## src/rtl/rtc_pkg.sv

```systemverilog
// Shared definitions for the RTC read path: channel map, default sizes and
// the capture-state encoding used by the read mux.
package rtc_pkg;

    localparam int RTC_W = 8;
    localparam int RTC_N = 14;

    // Channel index map of the RTC register file
    localparam int SEG      = 0;
    localparam int MIN      = 1;
    localparam int HOUR     = 2;
    localparam int DAY      = 3;
    localparam int DATE     = 4;
    localparam int MONTH    = 5;
    localparam int YEAR     = 6;
    localparam int ALM_SEG  = 7;
    localparam int ALM_MIN  = 8;
    localparam int ALM_HOUR = 9;
    localparam int ALM_DAY  = 10;
    localparam int STAT     = 11;
    localparam int CFG      = 12;
    localparam int CTRL     = 13;

    typedef enum logic {
        EMPTY = 1'b0,
        HELD  = 1'b1
    } rtc_state_t;

endpackage

```

## src/rtl/rtc_ptr_ctr.sv

```systemverilog
// Read pointer for the holding bank: load, post-increment with wrap, and an
// out-of-range flag computed on the next pointer value.
module rtc_ptr_ctr #(
    parameter  int N     = 14,
    localparam int SEL_W = $clog2(N)
) (
    input  logic             clk,
    input  logic             reset_n,
    input  logic             sel_load,
    input  logic [SEL_W-1:0] sel_in,
    input  logic             rd_stb,
    input  logic             auto_inc,
    output logic [SEL_W-1:0] ptr,
    output logic [SEL_W-1:0] ptr_next,
    output logic             out_of_range_next
);

    localparam logic [SEL_W-1:0] LAST = SEL_W'(N - 1);

    logic [SEL_W-1:0] ptr_reg;

    always_comb begin
        ptr_next = ptr_reg;
        if (sel_load) begin
            ptr_next = sel_in;
        end else if (rd_stb && auto_inc) begin
            // Anything at or beyond the last channel, including an illegal
            // loaded value, wraps back to channel 0.
            ptr_next = (ptr_reg >= LAST) ? '0 : ptr_reg + SEL_W'(1);
        end
    end

    assign out_of_range_next = (ptr_next > LAST);

    always_ff @(posedge clk or negedge reset_n) begin
        if (!reset_n) begin
            ptr_reg <= '0;
        end else begin
            ptr_reg <= ptr_next;
        end
    end

    assign ptr = ptr_reg;

endmodule

```

## src/rtl/rtc_read_mux.sv

```systemverilog
// Registered RTC read mux: snapshots all channels into a holding bank and
// serves one byte at a time through a pointer with optional auto-increment.
module rtc_read_mux
    import rtc_pkg::*;
#(
    parameter  int W     = RTC_W,
    parameter  int N     = RTC_N,
    localparam int SEL_W = $clog2(N)
) (
    input  logic             clk,
    input  logic             reset_n,
    input  logic             r_s,
    input  logic [N*W-1:0]   ch_bus,
    input  logic             snap,
    input  logic             live,
    input  logic             sel_load,
    input  logic [SEL_W-1:0] sel_in,
    input  logic             rd_stb,
    input  logic             auto_inc,
    output logic [W-1:0]     sal,
    output logic             sal_vld,
    output logic [SEL_W-1:0] sel_cur,
    output logic             err
);

    rtc_state_t       state_reg, state_next;
    logic [W-1:0]     bank_reg  [N];
    logic [W-1:0]     bank_next [N];
    logic [SEL_W-1:0] ptr_next;
    logic             oor_next;
    logic             capture;
    logic [W-1:0]     bank_sel;
    logic [W-1:0]     sal_reg, sal_next;
    logic             sal_vld_reg, sal_vld_next;
    logic             err_reg;

    assign capture = snap | live;

    rtc_ptr_ctr #(.N(N)) u_ptr (
        .clk               (clk),
        .reset_n           (reset_n),
        .sel_load          (sel_load),
        .sel_in            (sel_in),
        .rd_stb            (rd_stb),
        .auto_inc          (auto_inc),
        .ptr               (sel_cur),
        .ptr_next          (ptr_next),
        .out_of_range_next (oor_next)
    );

    always_comb begin
        state_next = state_reg;
        if (state_reg == EMPTY && capture) begin
            state_next = HELD;
        end
    end

    generate
        for (genvar gi = 0; gi < N; gi++) begin : g_bank
            assign bank_next[gi] = capture ? ch_bus[gi*W +: W] : bank_reg[gi];

            always_ff @(posedge clk or negedge reset_n) begin
                if (!reset_n) begin
                    bank_reg[gi] <= '0;
                end else begin
                    bank_reg[gi] <= bank_next[gi];
                end
            end
        end
    endgenerate

    // One-hot select over the post-edge bank so an illegal pointer yields 0
    always_comb begin
        bank_sel = '0;
        for (int i = 0; i < N; i++) begin
            if (ptr_next == SEL_W'(i)) begin
                bank_sel = bank_next[i];
            end
        end
    end

    always_comb begin
        sal_vld_next = r_s && (state_next == HELD) && !oor_next;
        sal_next     = sal_vld_next ? bank_sel : '0;
    end

    always_ff @(posedge clk or negedge reset_n) begin
        if (!reset_n) begin
            state_reg   <= EMPTY;
            sal_reg     <= '0;
            sal_vld_reg <= 1'b0;
            err_reg     <= 1'b0;
        end else begin
            state_reg   <= state_next;
            sal_reg     <= sal_next;
            sal_vld_reg <= sal_vld_next;
            err_reg     <= oor_next;
        end
    end

    assign sal     = sal_reg;
    assign sal_vld = sal_vld_reg;
    assign err     = err_reg;

endmodule
```

## config.mk

```make
export PLATFORM = sky130hd
export DESIGN_NAME = rtc_read_mux
export DESIGN_NICKNAME = d
export VERILOG_FILES = /design/src/rtl/rtc_pkg.sv /design/src/rtl/rtc_ptr_ctr.sv /design/src/rtl/rtc_read_mux.sv
export SDC_FILE = /design/constraint.sdc
export NUM_CORES = 1
export LEC_CHECK = 0
export ABC_AREA = 1
export CORE_MARGIN = 5
export CORE_UTILIZATION = 40
export CTS_BUF_LIST = sky130_fd_sc_hd__clkbuf_2 sky130_fd_sc_hd__clkbuf_4 sky130_fd_sc_hd__clkbuf_8
export DETAILED_ROUTE_END_ITERATION = 8
export DONT_BUFFER_PORTS = 1
export GPL_TIMING_DRIVEN = 0
export PLACE_DENSITY = 0.6
export SETUP_SLACK_MARGIN = 0.05
export SLEW_MARGIN = 20
export SYNTH_ARGS = -nofsm -noshare
export SYNTH_HDL_FRONTEND = slang
export SYNTH_SLANG_ARGS = --single-unit
```

## constraint.sdc

```tcl
create_clock -name clk -period 1.9 [get_ports clk]
set_input_delay 0.285 -clock clk [delete_from_list [all_inputs] [get_ports clk]]
set_output_delay 0.285 -clock clk [all_outputs]
set_load 0.02 [all_outputs]
```

==> qor.csv <==
stage,metric,value,unit
cells_and_area,fin area,0.00805,mm²
route,Initial DRT Pass Iterations,5,
status,violated checks,"hold timing, setup timing",
cts,CTS tree,done,
timing,"Slew Viols, Final",0,
synth,cell with the most instances after synthesis,nand2_1,
placed_design,gp weighted congestion,0.797,
die,Core Footprint,0.0150,mm²
synth,synthesized flop and latch total,127,
route,antenna-violating nets left,0,
cells_and_area,share of cells above drive strength 1,28.9,%
synth,Cell variety after synth,30,
synth,sequential share of the synthesized area,52.3,%
global_routing,initial antenna violation count,2,
route,vias per cell,5.02,
placed_design,DP Area,0.00633,mm²
cts,CTS Sinks,127,
global_routing,total gr overflow,0,
synth,Synth Area per Inst,9.79,µm²
cts,Max Root-Sink Buffers,2,
synth,Synth area leader,dfrtp_1,
pwr,VDD IR-drop max,0.454,mV
die,Ports,138,
die,Die H,133,µm
global_routing,Top Usage Layer GRT,met2,
global_routing,met3 usage,5.21,%
worst_setup_path,Critical Path Fanout Max,6,
placed_design,placed cells,809,
cts,H-tree Lvls,4,
timing,worst slew pin tran,0.466,ns
timing,Max Freq,376,MHz
synth,asr flop ratio synth,100,%
route,post-DR wirelength/cell,18.0,µm
global_routing,met1 Usage GRT,23.7,%
route,1st-iter DRT viols,297,
timing,hold slack final,-0.469,ns
die,Die ar.,0.0178,mm²
worst_setup_path,"Req. time, crit path",2.24,ns
worst_setup_path,startpoint types,register,
die,starting density of the core,40.4,%
route,DRC Markers,0,
synth,syn_nets,748,
timing,RSZ-0062 raised after global routing,yes,
die,DIE WIDTH,133,µm
die,Cell Rows,45,
placed_design,HPWL Detailed,12100,µm
timing,period utilisation layout,140,%
timing,fin crit period,2.66,ns
global_routing,met2 usage,33.4,%
cells_and_area,max FFs per register,112,
timing,Worst Clk Skew,0.00922,ns
synth,Post-Synthesis Cell Area,0.00608,mm²
synth,Ys Warns,0,
cells_and_area,fin cells,954,
timing,Finish-stage setup viols,10,
pwr,leakage,3.69,nW
global_routing,total global-route track usage,19.5,%
cts,Skew-Pair Late Insertion Delay,0.44,ns
synth,"EDFF count, synth",0,
global_routing,vias in the first global route,5071,
synth,"Top FF cell, synth",dfrtp_1,
timing,Slew HR,68.9,%
route,Post-Route WL,17100,µm
synth,Post-Syn Instances,621,
run,max-cap viol count,0,
cells_and_area,post-layout net count,879,
global_routing,largest net degree at the start of global routing,128,
worst_setup_path,Crit Path Class,register to register,
pwr,pwr dens,832,mW/mm²
placed_design,input/output buffers,0,
cells_and_area,final core area utilization,53.5,%
status,status,"finished, violations left",
timing,Final Hold Viols,127,
cts,clk root buf,clkbuf_8,
hold_path,min-delay worst type,input pin to async pin,
cts,Num CTS Buffers,17,
cells_and_area,Area Overhead vs Synth,32.4,%
synth,"top cells by count, synth","nand2_1, dfrtp_1, mux2_2, inv_1, nand3_1",
timing,final worst slack,-0.756,ns
global_routing,first-pass GRT wire length,26500,µm
cts,clock transition at the registers of the reported paths,0.07,ns
synth,Area contributors post-synth,"dfrtp_1, mux2_2, nand2_1",
worst_setup_path,crit path DAT,3.00,ns
worst_setup_path,Setup crit end kind,register,
placed_design,"worst slack, placed",-0.888,ns
synth,Synth top area share,52.3,%
route,via count,4789,
-- cells by family (layout without fill, tap and decap cells) --
logic type / Yosys count / count (layout) / share of synthesized area (%)
buffers and inverters: 103 / 246 / 7.24
AOI/OAI and AO/OA: 53 / 53 / 4.71
muxes: 81 / 81 / 15.0
adders and majority gates: 3 / 3 / 0.617
DFF: 127 / 127 / 52.3
and+or+nand+nor: 254 / 254 / 20.1
other: 0 / 2 / 0
-- per-layer routing --
| layer | up-vias | part of all wire [%] | routed length [µm] |
|---|---|---|---|
| met2 | 161 | 51 | 8740 |
| met4 | 0 | 2.1 | 358 |
| met5 | - | 0 | 0 |
| met3 | 26 | 5.8 | 995 |
| li1 | 2274 | - | - |
| met1 | 2328 | 41 | 7040 |
-- power by group --
group          internal (mW)  total [mW]  leakage, nW  switching, mW
Sequential              2.94        3.08         1.49          0.136
Clock                   1.25        2.33        0.191           1.08
Combinational          0.583        1.29         2.01          0.705
Total                   4.78        6.69         3.69           1.92
-- metrics by stage --
step                      setup TNS, ns  power (mW)
after global placement            -7.16        4.04
after detailed placement          -7.77        4.07
final                             -5.65        6.69
after CTS                         -5.51        6.74
after global routing              -7.02        7.02
after floorplan                   -1.90        3.81
-- path summary, 6_finish.rpt --
check	from	end	slack (ns)	cells after the start
hold reg to reg	bank_reg[0]	bank_reg[0]	0.48	2
setup reg to reg	u_ptr.ptr[1]	sal[5]	-0.76	22
hold / removal	reset_n	bank_reg[85]	-0.47	0
min in group clk	ch_bus[48]	bank_reg[56]	0.03	2
max in group asynchronous	reset_n	bank_reg[106]	2.22	0
setup / recovery	u_ptr.ptr[1]	sal[5]	-0.76	22
-- final cells by class --
class,instances,area [µm²]
Buffer,19,133
Sequential cell,127,3180
Antenna cell,2,5.00
Clock buffer,21,277
Tap cell,188,235
Fill cell,1328,6990
Clock inverter,10,114
Inverter,84,332
Timing Repair Buffer,112,1110
Multi-Input combinational cell,391,2660
-- cell usage in the layout (no fill, tap or decap), drive strengths merged --
master,instances
nor2,36
bufinv,2
dfrtp,127
inv,83
diode,2
or2,1
nor3,3
dlygate4sd3,91
nand2,155
clkbuf,21
buf,40
nand3,43
a31oi,8
o21ai,33
ha,3
clkinv,5
clkinvlp,4
nand4,16
mux2,81
a21oi,12
-- timing repair --
item                                    CTS  global route
endpoints found under the setup margin   10            10
resized for setup                        45            10
setup buffers                            18             2
gates cloned                              1             0
hold buffers                             90             1
pin swaps                                25            23
endpoints found under the hold margin   217           128
-- worst max-delay path, stage by stage, from the launching register on --
cell	delay, ns
dfrtp_2	0.50
inv_4	0.08
ha_4	0.17
inv_2	0.06
nand2_4	0.05
nand2_1	0.07
nand3_1	0.10
nand2_2	0.09
nand2_4	0.10
nand2_4	0.11
inv_6	0.04
buf_8	0.13
buf_4	0.13
nand3_1	0.07
nand2_1	0.05
inv_1	0.05
nand4_1	0.17
nand2_1	0.10
nand4_1	0.16
nor2_1	0.13
nand3_1	0.08
nand2_1	0.07
inv_1	0.04
(Power assumes the default switching activity.)
